## config.mk

```make
export PLATFORM = sky130hd
export DESIGN_NAME = tblink_rpc_cmd_out_arb_flat
export DESIGN_NICKNAME = d
export VERILOG_FILES = /design/src/rtl/tblink_rpc_pkg.sv /design/src/rtl/tblink_rpc_cmd_out_arb_if.sv /design/src/rtl/tblink_rpc_rr_pick.sv /design/src/rtl/tblink_rpc_cmd_out_arb.sv /design/src/flat_wrapper.sv
export SDC_FILE = /design/constraint.sdc
export NUM_CORES = 1
export LEC_CHECK = 0
export CAP_MARGIN = 20
export CORE_ASPECT_RATIO = 1.5
export CORE_MARGIN = 2
export CORE_UTILIZATION = 41
export DETAILED_ROUTE_END_ITERATION = 8
export PLACE_DENSITY = 0.8
export SYNTH_ARGS = -nofsm -noshare
export SYNTH_HDL_FRONTEND = slang
export SYNTH_SLANG_ARGS = --single-unit
```

## constraint.sdc

```tcl
create_clock -name uclock -period 4.05 [get_ports uclock]
set_input_delay 0.81 -clock uclock [delete_from_list [all_inputs] [get_ports uclock]]
set_output_delay 0.81 -clock uclock [all_outputs]
set_load 0.01 [all_outputs]
```

## src/rtl/tblink_rpc_pkg.sv

```systemverilog
// Shared constants for the tblink RPC command path.
// Holds the arbiter state encoding and the byte width.
package tblink_rpc_pkg;

    localparam int BYTE_W = 8;

    typedef enum logic {
        ARB_IDLE = 1'b0,
        ARB_WAIT = 1'b1
    } arb_state_e;

endpackage

```

## src/rtl/tblink_rpc_cmd_out_arb_if.sv

```systemverilog
// Requester ports plus the shared cmd-out channel of the arbiter.
// master is the arbiter; slave is the requesters and cmdproc.
interface tblink_rpc_cmd_out_arb_if
    import tblink_rpc_pkg::*;
#(
    parameter int N_REQ             = 4,
    parameter int CMD_OUT_PARAMS_SZ = 1,
    parameter int CMD_OUT_RSP_SZ    = 1
);
    localparam int ID_W = $clog2(N_REQ);
    localparam int PW   = CMD_OUT_PARAMS_SZ * BYTE_W;
    localparam int RW   = CMD_OUT_RSP_SZ * BYTE_W;

    logic [N_REQ*BYTE_W-1:0] req_cmd;
    logic [N_REQ*BYTE_W-1:0] req_sz;
    logic [N_REQ*PW-1:0]     req_params;
    logic [N_REQ-1:0]        req_put_i;
    logic [N_REQ-1:0]        req_get_i;
    logic [N_REQ*RW-1:0]     req_rsp;
    logic [N_REQ*BYTE_W-1:0] req_rsp_sz;

    logic [BYTE_W-1:0]       cmd_out;
    logic [BYTE_W-1:0]       cmd_out_sz;
    logic [PW-1:0]           cmd_out_params;
    logic                    cmd_out_put_i;
    logic                    cmd_out_get_i;
    logic [RW-1:0]           cmd_out_rsp;
    logic [BYTE_W-1:0]       cmd_out_rsp_sz;

    logic                    busy;
    logic [ID_W-1:0]         grant;

    modport master (
        input  req_cmd, req_sz, req_params, req_put_i,
        output req_get_i, req_rsp, req_rsp_sz,
        output cmd_out, cmd_out_sz, cmd_out_params,
        output cmd_out_put_i,
        input  cmd_out_get_i, cmd_out_rsp, cmd_out_rsp_sz,
        output busy, grant
    );

    modport slave (
        output req_cmd, req_sz, req_params, req_put_i,
        input  req_get_i, req_rsp, req_rsp_sz,
        input  cmd_out, cmd_out_sz, cmd_out_params,
        input  cmd_out_put_i,
        output cmd_out_get_i, cmd_out_rsp, cmd_out_rsp_sz,
        input  busy, grant
    );

endinterface

```

## src/rtl/tblink_rpc_rr_pick.sv

```systemverilog
// Combinational round-robin picker: first pending index above last.
// Wrap is an explicit compare so N need not be a power of two.
module tblink_rpc_rr_pick #(
    parameter int N    = 4,
    parameter int ID_W = $clog2(N)
) (
    input  logic [N-1:0]    pend_i,
    input  logic [ID_W-1:0] last_i,
    output logic            any_o,
    output logic [ID_W-1:0] idx_o
);

    logic [ID_W-1:0] cand;

    always_comb begin
        any_o = 1'b0;
        idx_o = '0;
        cand  = last_i;
        for (int i = 0; i < N; i++) begin
            if (cand == ID_W'(N - 1)) begin
                cand = '0;
            end else begin
                cand = cand + 1'b1;
            end
            if (!any_o && pend_i[cand]) begin
                any_o = 1'b1;
                idx_o = cand;
            end
        end
    end

endmodule

```

## src/rtl/tblink_rpc_cmd_out_arb.sv

```systemverilog
// Round-robin arbiter sharing the cmdproc cmd-out toggle channel
// among N_REQ requesters, one transaction outstanding at a time.
module tblink_rpc_cmd_out_arb
    import tblink_rpc_pkg::*;
#(
    parameter int N_REQ             = 4,
    parameter int CMD_OUT_PARAMS_SZ = 1,
    parameter int CMD_OUT_RSP_SZ    = 1
) (
    input  logic                     uclock,
    input  logic                     reset_n,
    tblink_rpc_cmd_out_arb_if.master bus
);

    localparam int ID_W = $clog2(N_REQ);
    localparam int PW   = CMD_OUT_PARAMS_SZ * BYTE_W;
    localparam int RW   = CMD_OUT_RSP_SZ * BYTE_W;

    arb_state_e              state_q;
    logic                    put_q;
    logic [N_REQ-1:0]        get_q;
    logic [BYTE_W-1:0]       cmd_q;
    logic [BYTE_W-1:0]       sz_q;
    logic [PW-1:0]           params_q;
    logic [N_REQ*RW-1:0]     rsp_q;
    logic [N_REQ*BYTE_W-1:0] rsp_sz_q;
    logic                    busy_q;
    logic [ID_W-1:0]         grant_q;
    logic [ID_W-1:0]         last_q;

    logic [N_REQ-1:0]        pend_d;
    logic                    any_d;
    logic [ID_W-1:0]         idx_d;

    assign pend_d = bus.req_put_i ^ get_q;

    tblink_rpc_rr_pick #(
        .N    (N_REQ),
        .ID_W (ID_W)
    ) u_pick (
        .pend_i (pend_d),
        .last_i (last_q),
        .any_o  (any_d),
        .idx_o  (idx_d)
    );

    always_ff @(posedge uclock or negedge reset_n) begin
        if (!reset_n) begin
            state_q  <= ARB_IDLE;
            put_q    <= 1'b0;
            get_q    <= '0;
            cmd_q    <= '0;
            sz_q     <= '0;
            params_q <= '0;
            rsp_q    <= '0;
            rsp_sz_q <= '0;
            busy_q   <= 1'b0;
            grant_q  <= '0;
            last_q   <= ID_W'(N_REQ - 1);
        end else begin
            unique case (state_q)
                ARB_IDLE: begin
                    if (any_d) begin
                        cmd_q    <= bus.req_cmd[int'(idx_d)*BYTE_W +: BYTE_W];
                        sz_q     <= bus.req_sz[int'(idx_d)*BYTE_W +: BYTE_W];
                        params_q <= bus.req_params[int'(idx_d)*PW +: PW];
                        grant_q  <= idx_d;
                        put_q    <= ~put_q;
                        busy_q   <= 1'b1;
                        state_q  <= ARB_WAIT;
                    end
                end
                ARB_WAIT: begin
                    // put toggled on entry, so equality means cmdproc is done
                    if (bus.cmd_out_get_i == put_q) begin
                        rsp_q[int'(grant_q)*RW +: RW] <= bus.cmd_out_rsp;
                        rsp_sz_q[int'(grant_q)*BYTE_W +: BYTE_W] <=
                            bus.cmd_out_rsp_sz;
                        get_q[grant_q] <= ~get_q[grant_q];
                        last_q   <= grant_q;
                        busy_q   <= 1'b0;
                        state_q  <= ARB_IDLE;
                    end
                end
            endcase
        end
    end

    assign bus.req_get_i      = get_q;
    assign bus.req_rsp        = rsp_q;
    assign bus.req_rsp_sz     = rsp_sz_q;
    assign bus.cmd_out        = cmd_q;
    assign bus.cmd_out_sz     = sz_q;
    assign bus.cmd_out_params = params_q;
    assign bus.cmd_out_put_i  = put_q;
    assign bus.busy           = busy_q;
    assign bus.grant          = grant_q;

endmodule
```

## src/flat_wrapper.sv

```systemverilog
// flat-port wrapper written by rule: the top's interface ports become plain ports
module tblink_rpc_cmd_out_arb_flat import tblink_rpc_pkg::*;
#(
    parameter int N_REQ             = 4,
    parameter int CMD_OUT_PARAMS_SZ = 1,
    parameter int CMD_OUT_RSP_SZ    = 1
)
  (uclock, reset_n, bus_req_cmd, bus_req_sz, bus_req_params, bus_req_put_i, bus_req_get_i, bus_req_rsp, bus_req_rsp_sz, bus_cmd_out, bus_cmd_out_sz, bus_cmd_out_params, bus_cmd_out_put_i, bus_cmd_out_get_i, bus_cmd_out_rsp, bus_cmd_out_rsp_sz, bus_busy, bus_grant);
  tblink_rpc_cmd_out_arb_if #(.N_REQ(N_REQ), .CMD_OUT_PARAMS_SZ(CMD_OUT_PARAMS_SZ), .CMD_OUT_RSP_SZ(CMD_OUT_RSP_SZ)) bus_i ();
  input  logic uclock;
  input  logic reset_n;
  input wire logic [$bits(bus_i.req_cmd)-1:0] bus_req_cmd;
  input wire logic [$bits(bus_i.req_sz)-1:0] bus_req_sz;
  input wire logic [$bits(bus_i.req_params)-1:0] bus_req_params;
  input wire logic [$bits(bus_i.req_put_i)-1:0] bus_req_put_i;
  output wire logic [$bits(bus_i.req_get_i)-1:0] bus_req_get_i;
  output wire logic [$bits(bus_i.req_rsp)-1:0] bus_req_rsp;
  output wire logic [$bits(bus_i.req_rsp_sz)-1:0] bus_req_rsp_sz;
  output wire logic [$bits(bus_i.cmd_out)-1:0] bus_cmd_out;
  output wire logic [$bits(bus_i.cmd_out_sz)-1:0] bus_cmd_out_sz;
  output wire logic [$bits(bus_i.cmd_out_params)-1:0] bus_cmd_out_params;
  output wire logic [$bits(bus_i.cmd_out_put_i)-1:0] bus_cmd_out_put_i;
  input wire logic [$bits(bus_i.cmd_out_get_i)-1:0] bus_cmd_out_get_i;
  input wire logic [$bits(bus_i.cmd_out_rsp)-1:0] bus_cmd_out_rsp;
  input wire logic [$bits(bus_i.cmd_out_rsp_sz)-1:0] bus_cmd_out_rsp_sz;
  output wire logic [$bits(bus_i.busy)-1:0] bus_busy;
  output wire logic [$bits(bus_i.grant)-1:0] bus_grant;
  assign bus_i.req_cmd = bus_req_cmd;
  assign bus_i.req_sz = bus_req_sz;
  assign bus_i.req_params = bus_req_params;
  assign bus_i.req_put_i = bus_req_put_i;
  assign bus_req_get_i = bus_i.req_get_i;
  assign bus_req_rsp = bus_i.req_rsp;
  assign bus_req_rsp_sz = bus_i.req_rsp_sz;
  assign bus_cmd_out = bus_i.cmd_out;
  assign bus_cmd_out_sz = bus_i.cmd_out_sz;
  assign bus_cmd_out_params = bus_i.cmd_out_params;
  assign bus_cmd_out_put_i = bus_i.cmd_out_put_i;
  assign bus_i.cmd_out_get_i = bus_cmd_out_get_i;
  assign bus_i.cmd_out_rsp = bus_cmd_out_rsp;
  assign bus_i.cmd_out_rsp_sz = bus_cmd_out_rsp_sz;
  assign bus_busy = bus_i.busy;
  assign bus_grant = bus_i.grant;
  tblink_rpc_cmd_out_arb #(.N_REQ(N_REQ), .CMD_OUT_PARAMS_SZ(CMD_OUT_PARAMS_SZ), .CMD_OUT_RSP_SZ(CMD_OUT_RSP_SZ)) u_core (.uclock(uclock), .reset_n(reset_n), .bus(bus_i));
endmodule
```

Yosys cells after proc, flatten, opt, wreduce, memory -nomap -nowiden
Index checks and enable logic that the tools add are counted.
{"block": "word_totals", "ff_bits": 99, "inputBits": 119, "out_inout_bits": 96, "word_cells": 82}
{"block": "classes", "add_sub_neg": 5, "magnitude_cmp": 6, "n_eq_ne": 7, "shifts": 6, "n_mux": 33, "bitwise_logic": 4, "reduce_logical": 10}
{"operator": "32-bit by 6-bit indexed part select with 8-bit output", "count": 3}
{"operator": "8-bit by 33-bit indexed part select with 32-bit output", "count": 2}
{"operator": "32-bit bitwise mux", "count": 2}
{"operator": "5-bit negation with 33-bit output", "count": 1}
{"operator": "8-bit by 33-bit variable shift with 32-bit output, first input constant", "count": 1}
{"operator": "2-bit two-way mux", "count": 8}
{"operator": "2-bit by 3-bit less-than comparator with 1-bit output, second input constant", "count": 5}
{"operator": "1-bit two-way mux", "count": 14}
{"operator": "1-bit binary-select mux with 2-bit select", "count": 5}
{"operator": "2-bit by 1-bit adder with 2-bit output, second input constant", "count": 4}
{"operator": "2-bit == test, second input constant", "count": 4}
{"operator": "2-bit AND reduction", "count": 3}
{"operator": "4-bit bitwise mux", "count": 1}
{"operator": "1-bit logical AND", "count": 4}
{"operator": "1-bit one-hot mux with 2 select lines", "count": 2}
{"operator": "4-bit bitwise XOR", "count": 1}
{"operator": "1-bit logical NOT", "count": 3}
{"operator": "1-bit inverter", "count": 3}
{"operator": "1-bit demux with 2-bit select", "count": 1}
{"operator": "2-bit by 1-bit >= comparator with 1-bit output, second input constant", "count": 1}
{"operator": "2-bit by 1-bit inequality test with 1-bit output, second input constant", "count": 1}
{"operator": "2-bit inequality test, second input constant", "count": 1}
{"operator": "1-bit == test", "count": 1}

Depth between registers and ports, before layout
Gate-level depths: netlist (run 1).
{"block": "depth", "ltp_word": 16, "mapped_depth": 8, "ltp_nobuf": 6}

Cells and area by module
A second synthesis (run 1) with hierarchy kept.
{"block": "hier_totals", "cells_unflattened": 413, "hier_area_um2": 5197.5}
{"mod": "tblink_rpc_cmd_out_arb", "instances": 1, "cells_each": 398, "area_per_inst_um2": 5089.9, "seq_area_each_um2": 2479.9}
{"mod": "tblink_rpc_rr_pick", "instances": 1, "cells_each": 15, "area_per_inst_um2": 107.6, "seq_area_each_um2": 0.0}

Least setup slack after synthesis (run 1)
OpenSTA, ideal clock, no wires.
{"block": "synth_path", "path_kind": "input to register", "start": "in bus_req_put_i[2]", "end": "reg u_core.params_q[7] (netlist: u_core.bus.cmd_out_params[7])", "setup_time_ns": 0.126, "arrival_time_ns": 2.057, "required_ns": 3.924, "slack_ns": 1.867, "path_stages": 5, "n_path_buf": 0, "path_cell_list": "xnor2_2 > o221ai_1 > a21oi_2 > mux2_1 > a221o_1"}
{"block": "synth_between", "elab_chain_len": 14, "elab_cells_between_ends": 25, "classes_between": "shift: 1; mux: 16; bitwise: 1; reduce/logical: 7"}
{"item": "start, declared", "line_no": "flat_wrapper.sv:15", "text": "input wire logic [$bits(bus_i.req_put_i)-1:0] bus_req_put_i;"}
{"item": "4-bit bitwise XOR *", "line_no": "tblink_rpc_cmd_out_arb.sv:35", "text": "assign pend_d = bus.req_put_i ^ get_q;"}
{"item": "1-bit binary-select mux with 2-bit select", "line_no": "tblink_rpc_rr_pick.sv:25", "text": "if (!any_o && pend_i[cand]) begin"}
{"item": "1-bit two-way mux (not written as such)", "line_no": "tblink_rpc_rr_pick.sv:25"}
{"item": "1-bit two-way mux", "line_no": "tblink_rpc_rr_pick.sv:25"}
{"item": "1-bit logical NOT", "line_no": "tblink_rpc_rr_pick.sv:25"}
{"item": "1-bit logical AND", "line_no": "tblink_rpc_rr_pick.sv:25"}
{"item": "1-bit two-way mux", "line_no": "tblink_rpc_rr_pick.sv:25"}
{"item": "1-bit logical NOT", "line_no": "tblink_rpc_rr_pick.sv:25"}
{"item": "1-bit logical AND", "line_no": "tblink_rpc_rr_pick.sv:25"}
{"item": "1-bit two-way mux", "line_no": "tblink_rpc_rr_pick.sv:25"}
{"item": "1-bit logical NOT", "line_no": "tblink_rpc_rr_pick.sv:25"}
{"item": "1-bit logical AND", "line_no": "tblink_rpc_rr_pick.sv:25"}
{"item": "2-bit two-way mux or 1-bit two-way mux (tied branches)", "line_no": "tblink_rpc_rr_pick.sv:25"}
{"item": "32-bit by 6-bit indexed part select with 8-bit output or 2-bit AND reduction (tied branches)"}
{"item": "end signal, assigned", "line_no": "tblink_rpc_cmd_out_arb.sv:66", "text": "params_q <= bus.req_params[int'(idx_d)*PW +: PW];"}
{"item": "end, declared", "line_no": "tblink_rpc_cmd_out_arb.sv:24", "text": "logic [PW-1:0] params_q;"}
Every way passes the cells marked *; elsewhere a longest branch is shown, timed or not. The select of a mux whose other input is x is not followed.
A chain may end at the register's enable or synchronous reset.

Final worst setup path (run 1)
{"block": "layout_path", "start": "in bus_cmd_out_get_i", "end": "reg u_core.rsp_sz_q[29] (netlist: u_core.bus.req_rsp_sz[29])"}
{"block": "layout_between", "elab_chain_len": 2}
{"item": "start, declared", "line_no": "flat_wrapper.sv:23", "text": "input wire logic [$bits(bus_i.cmd_out_get_i)-1:0] bus_cmd_out_get_i;"}
{"item": "1-bit == test", "line_no": "tblink_rpc_cmd_out_arb.sv:75", "text": "if (bus.cmd_out_get_i == put_q) begin"}
{"item": "2-bit AND reduction (no source line)"}
{"item": "end signal, assigned by index", "line_no": "tblink_rpc_cmd_out_arb.sv:77", "text": "rsp_sz_q[int'(grant_q)*BYTE_W +: BYTE_W] <="}
{"item": "end, declared", "line_no": "tblink_rpc_cmd_out_arb.sv:26", "text": "logic [N_REQ*BYTE_W-1:0] rsp_sz_q;"}
Every way passes these cells.

==> flow_summary_export.csv, run 1 <==
group,metric,value,unit
critical_path,crit_required,4.23,ns
placement,portBuffers,214,
clocking,cts.clk_slew.worst_paths,0.07,ns
clocking,cts_buffers,9,
route,drtIter0Drc,132,
synthesis,synth_area_leaders,"dfrtp_1 (49%), nand2_1 (12%), mux2i_1 (9.4%)",
route,ant_nets,0,
synthesis,synth_enable_flop_cells,0,
synthesis,syn_area,4910,sq um
sta,period_share,66.7,%
sta,fin_crit,2.70,ns
sta,finalHoldViolCount,0,
synthesis,ys.flop_type,"dfrtp_1",
route,via_count,4385,
route,drc,0,
sta,setup_tns,0,ns
route,vias_per_cell,5.18,
synthesis,synth_seq_area_share,50.5,%
critical_path,crit_top_cell,"nand2_1",
critical_path,crit_chain,"clkdlybuf4s50_1, xnor2_1, and2_1, nand2_1, nand2_1, o21ai_1",
critical_path,critPathBufInv,1,
critical_path,r2r_slack,1.61,ns
floorplanning,die_y,138,microns
finish,nNetsFinal,815,
sta,rsz0062_at_grt,"no",
sta,tightest_slew,1.01,ns
route,routedWlPerCell,17.8,microns
clocking,clk_latency,0.34,ns
synthesis,synth_cell_types,46,
clocking,cts_resized,0,
clocking,cts-root-buf,"clkbuf_16",
sta,relSlewSlack,32.6,%
critical_path,slowest_stage,"nand2_1",
placement,hpwl,11.7,mm
run_status,outcome,"finished, final reports clean",
finish,antennaDiodeCount,0,
clocking,cts_max_level,3,
global_route,grt_first_pass_wirelength,23.4,mm
placement,dp.cells,830,
route,first_pass_iters,4,
floorplanning,initial_core_util,41.5,%
finish,fill_cells,965,
sta,skew,0.00814,ns
floorplanning,die_area,12900,sq um
synthesis,synth_seq_cells,99,
clocking,clockBufferDepth,2,
critical_path,end_kind,"register",
clocking,cts_hold_buffers,0,
critical_path,crit_fanout,34,
worst_hold_path,hold_class,"register to register",
global_route,antenna_found_initial,0,
sta,max_freq,370,MHz
global_route,grt_overflow,0,
sta,holdWs,0.481,ns
power,ir_drop,0.000581,V
critical_path,critical_path_class,"primary input to register",
critical_path,critical_path_arrival,2.88,ns
synthesis,synthCells,486,
global_route,grt_max_degree,67,
clocking,cts_setup_buffers,0,
global_route,grt_pass1_vias,4590,
power,swShare,40.7,%
clocking,cts_num_sinks,99,
critical_path,crit_family,"simple AND/OR/NAND/NOR gates",
floorplanning,rows,49,
floorplanning,die_w,93.4,microns
route,drt_wl_total,15.0,mm
synthesis,yosysWarningCount,0,
sta,slew_viol_final,0,
power,internal-power,0.00366,W
placement,place.gp.congestion,0.862,
power,combPwrFrac,57.8,%
global_route,grtUsageTotal,23.3,%
power,seqPwrFrac,28.8,%
power,power_density,831,nW/um^2
floorplanning,io_pins,215,
power,power_switching,0.00252,W
critical_path,cp_slowest_stage_delay,0.67,ns
power,power_frac_clock,13.4,%
finish,final_cells,846,
sta,setup_violations,0,
finish,synthToLayoutAreaGrowth,51.4,%
finish,drive_gt1_share,8.66,%
synthesis,async_reset_ff_share,100,%
synthesis,synth_top_area_share,49.4,%
synthesis,syn_nets,613,
synthesis,syn_avg_cell_area,10.1,sq um
clocking,tritoncts,"built",
synthesis,yosysTopAreaCell,"dfrtp_1",
critical_path,worstSetupStartpointType,"primary input",
job,maxCapViolations,0,
floorplanning,coreArea,11800,sq um
power,leakagePower,3.09,nW
## metal layers
layer	up-vias	wire length (microns)	GRT usage, %
met5	-	0	0
met4	0	402	8.28
met3	27	1680	9.75
met2	197	7980	42.0
met1	2080	4970	23.4
li1	2081	-	-
## cells in the mapped netlist, types with 2 or more instances
master	instances
dfstp_2	2
nand2_1	157
o221ai_1	5
nor2_1	6
buf_8	2
clkbuf_1	18
a31oi_1	3
buf_4	3
o21ai_0	50
xnor2_2	2
mux2i_1	46
ha_1	8
inv_1	5
buf_2	3
nand2b_1	3
xor2_2	2
mux2_2	2
dfrtp_1	97
xnor2_1	3
a21oi_1	4
buf_6	4
o21ai_1	17
o221ai_2	21
## cell type report
cell class	count	area (sq um)	share of cell area, %
timing repair buffer	223	2220	29.8
tap	153	191	2.57
clock inverter	7	70.1	0.942
clock buffer	9	225	3.03
multi-input combinational	349	2230	30.0
inverter	6	22.5	0.303
sequential	99	2480	33.3
## worst min-delay path, cell delays in order, from the launching register on
cell and delay, ns:
dfrtp_1 0.34, nand2_1 0.04, o21ai_0 0.06
## state kept, by name (all words and copies together) (netlist names)
register,flops
u_core.last_q,2
u_core.bus.cmd_out_params,8
u_core.bus.busy,1
u_core.bus.req_get_i,4
u_core.bus.grant,2
u_core.bus.cmd_out_put_i,1
u_core.state_q,1
u_core.bus.cmd_out_sz,8
u_core.bus.req_rsp_sz,32
u_core.bus.req_rsp,32
u_core.bus.cmd_out,8
## through the flow
step           utilization [%]  worst slack, ns  total power [W]  instance area [sq um]
2_1_floorplan                -             1.87          0.00397                   4910
3_3_place_gp              60.4             1.09          0.00528                   7140
3_5_place_dp              60.4             1.01          0.00539                   7140
4_1_cts                   62.9             1.35          0.00625                   7440
5_1_grt                   62.9             1.10          0.00662                   7440
6_report                  62.9             1.35          0.00618                   7440
## kinds of logic (layout without fill, tap and decap cells)
| kind of cell | after synthesis | in the layout | share of synthesized area [%] |
|---|---|---|---|
| muxes | 50 | 50 | 10.5 |
| AOI/OAI and AO/OA | 111 | 111 | 17.0 |
| xor gates and xnor gates | 8 | 8 | 2.04 |
| DFF | 99 | 99 | 50.5 |
| adders and majority gates | 8 | 8 | 2.04 |
| and+or+nand+nor | 172 | 172 | 13.6 |
| buffers and inverters | 38 | 245 | 4.35 |
## power groups by stage
stage | Clock [W] | Sequential [W] | Combinational (W)
2_1_floorplan | 0 | 0.00196 | 0.00201
3_3_place_gp | 0 | 0.00178 | 0.00350
3_5_place_dp | 0 | 0.00179 | 0.00359
4_1_cts | 0.000856 | 0.00178 | 0.00361
5_1_grt | 0.000893 | 0.00184 | 0.00388
6_report | 0.000832 | 0.00178 | 0.00357
## final timing paths
check | endpoint | from | cells after the start
setup / recovery | u_core.bus.req_rsp_sz[29] | bus_cmd_out_get_i | 6
hold / removal | u_core.bus.req_rsp[1] | u_core.bus.req_rsp[1] | 2
setup reg to reg | u_core.bus.req_rsp_sz[30] | u_core.bus.grant[0] | 6
hold reg to reg | u_core.bus.req_rsp[1] | u_core.bus.req_rsp[1] | 2
max in group asynchronous | u_core.bus.cmd_out[0] | reset_n | 2
min in group asynchronous | u_core.bus.busy | reset_n | 1
## cell usage in the layout, fill, tap and decap left out, drive strengths merged, types with 6 or more instances in the layout
master,n
buf,10
clkbuf,9
clkdlybuf4s50,213
dfrtp,97
ha,8
inv,9
mux2i,46
nand2,157
nor2,6
o21ai,67
o221ai,26
Note: power is estimated with default switching activity, not from simulation.
==> inputs of run 2 (changes only) <==
==> constraint.sdc (replaced) <==
create_clock -name uclock -period 2.75 [get_ports uclock]
set_input_delay 0.55 -clock uclock [delete_from_list [all_inputs] [get_ports uclock]]
set_output_delay 0.55 -clock uclock [all_outputs]
set_load 0.01 [all_outputs]
==> run 2 against run 1 <==
Effect of this change:
- global-route usage increased by 1.1 points
- register-to-register slack got worse by 1.1 ns
- core utilization is 1.1 points higher
- clock power rose by 51%
- setup slack lost 1.1 ns
- sequential share of layout area is 0.57 points lower
- via count is 2.1% higher
- non-clock buffer count up 11
- routed wire length rose by 3.5%
==> flow_summary_export.csv, run 2 (synthesized netlist as in run 1, its figures left out) <==
group,metric,value,unit
run_status,outcome,"finished, final reports clean",
clocking,clockBufferDepth,2,
critical_path,crit_family,"buffers and inverters",
critical_path,critical_path_class,"primary input to register",
global_route,top_usage_layer,"met2",
route,drt_wl_total,15.6,mm
clocking,cts_buffers,9,
route,first_pass_iters,4,
finish,synthToLayoutAreaGrowth,54.0,%
clocking,cts.clk_slew.worst_paths,0.08,ns
route,routedWlPerCell,18.2,microns
sta,finalHoldViolCount,0,
critical_path,crit_chain,"clkdlybuf4s50_1, xor2_2, o21bai_1, a2bb2oi_4, buf_12, buf_4, mux2i_1, o221ai_2",
finish,nNetsFinal,826,
power,leakagePower,3.16,nW
critical_path,critPathBufInv,3,
clocking,tritoncts,"built",
critical_path,slowest_stage,"clkdlybuf4s50_1",
sta,slew_viol_final,0,
sta,relSlewSlack,61.7,%
route,drtIter0Drc,140,
power,power_density,1250,nW/um^2
global_route,antenna_found_initial,0,
critical_path,worstSetupStartpointType,"primary input",
finish,drive_gt1_share,10.1,%
job,maxCapViolations,0,
critical_path,r2r_start,"u_core.last_q[0]",
critical_path,critPathLaunch,"bus_req_put_i[3]",
clocking,cts_num_sinks,99,
sta,fin_crit,2.46,ns
clocking,cts_hold_buffers,0,
finish,final_common_cell,"clkdlybuf4s50_1",
global_route,globalRouteMet2Util,44.2,%
clocking,cts_setup_buffers,0,
critical_path,end_kind,"register",
global_route,grt_pass1_vias,4796,
floorplanning,initial_core_util,41.5,%
finish,antennaDiodeCount,0,
sta,tightest_slew,0.574,ns
sta,rsz0062_at_grt,"no",
global_route,grt_first_pass_wirelength,24.7,mm
global_route,grt_overflow,0,
clocking,clk_latency,0.34,ns
global_route,grt_util_met3,9.81,%
sta,max_freq,406,MHz
finish,final_cells,857,
floorplanning,rows,49,
sta,setup_violations,0,
floorplanning,die_y,138,microns
global_route,grt_max_degree,51,
critical_path,cp_slowest_stage_delay,0.55,ns
critical_path,r2r_slack,0.47,ns
clocking,cts_resized,0,
route,drc,0,
worst_hold_path,hold_class,"primary input to asynchronous set/reset pin",
sta,skew,0.00892,ns
floorplanning,die_area,12900,sq um
floorplanning,io_pins,215,
finish,final_cell_mix,"clkdlybuf4s50_1 (213), nand2_1 (157), dfrtp_1 (97)",
placement,place.gp.congestion,0.854,
critical_path,crit_required,2.96,ns
floorplanning,coreArea,11800,sq um
route,ant_nets,0,
global_route,grtUsageTotal,24.4,%
clocking,cts_max_level,3,
power,ir_drop,0.000669,V
placement,dp.cells,841,
critical_path,crit_fanout,15,
clocking,cts-root-buf,"clkbuf_16",
finish,final_core_util,64.0,%
floorplanning,die_w,93.4,microns
route,via_count,4479,
placement,portBuffers,214,
sta,holdWs,0.0997,ns
placement,hpwl,12.1,mm
sta,setup_tns,0,ns
global_route,grt_util_met1,24.1,%
sta,period_share,89.6,%
placement,placed_area,7260,sq um
critical_path,critical_path_arrival,2.67,ns
route,vias_per_cell,5.23,
finish,final_area,7570,sq um
run 2: cell types whose count changed in the layout (fill, tap and decap cells not counted):
| cell | before | now |
|---|---|---|
| clkinv_8 | 1 | 2 |
| buf_4 | 9 | 17 |
| clkinvlp_4 | 1 | 0 |
| buf_12 | 1 | 4 |
run 2: worst reg2reg max path, stage by stage (launching register included):
cell       delay (ns)
dfstp_2          0.54
ha_1             0.28
a211oi_2         0.28
a2bb2oi_4        0.20
buf_12           0.17
buf_4            0.15
mux2i_1          0.36
o221ai_2         0.16
run 2: per-stage QoR:
| step | worst slack, ns | total power [W] |
|---|---|---|
| 6_report | 0.287 | 0.00943 |
| 5_1_grt | 0.239 | 0.0101 |
| 4_1_cts | 0.285 | 0.00952 |
| 3_5_place_dp | -0.0749 | 0.00822 |
| 3_3_place_gp | 0.102 | 0.00799 |
| 2_1_floorplan | 0.789 | 0.00585 |
run 2: worst paths after layout:
kind | endpoint | depth (start not counted)
min in group uclock | u_core.bus.req_rsp_sz[15] | 2
max reg2reg | u_core.bus.cmd_out[6] | 7
min | u_core.bus.req_rsp[19] | 1
min reg2reg | u_core.bus.req_rsp_sz[15] | 2
max | u_core.bus.cmd_out[6] | 8
max in group asynchronous | u_core.bus.cmd_out_sz[7] | 2
run 2: metal layers:
metal,routed length [microns],vias to the layer above
met2,8080,207
li1,-,2098
met5,0,-
met1,5220,2143
met4,519,0
met3,1750,31
run 2: cell type report:
type	count	area (sq um)
flip-flops and latches	99	2480
fillers	950	4260
clock inverters	7	78.8
repair buffers	234	2340
inverters	6	22.5
multi-input cells	349	2230
clock buffers	9	225
well taps	153	191
run 2: power breakdown:
group	switching (W)	internal [W]	leakage, nW	total (W)
registers	0.000456	0.00216	1.30	0.00262
logic	0.00274	0.00281	1.71	0.00555
clock network	0.000615	0.000646	0.148	0.00126
total	0.00381	0.00562	3.16	0.00943
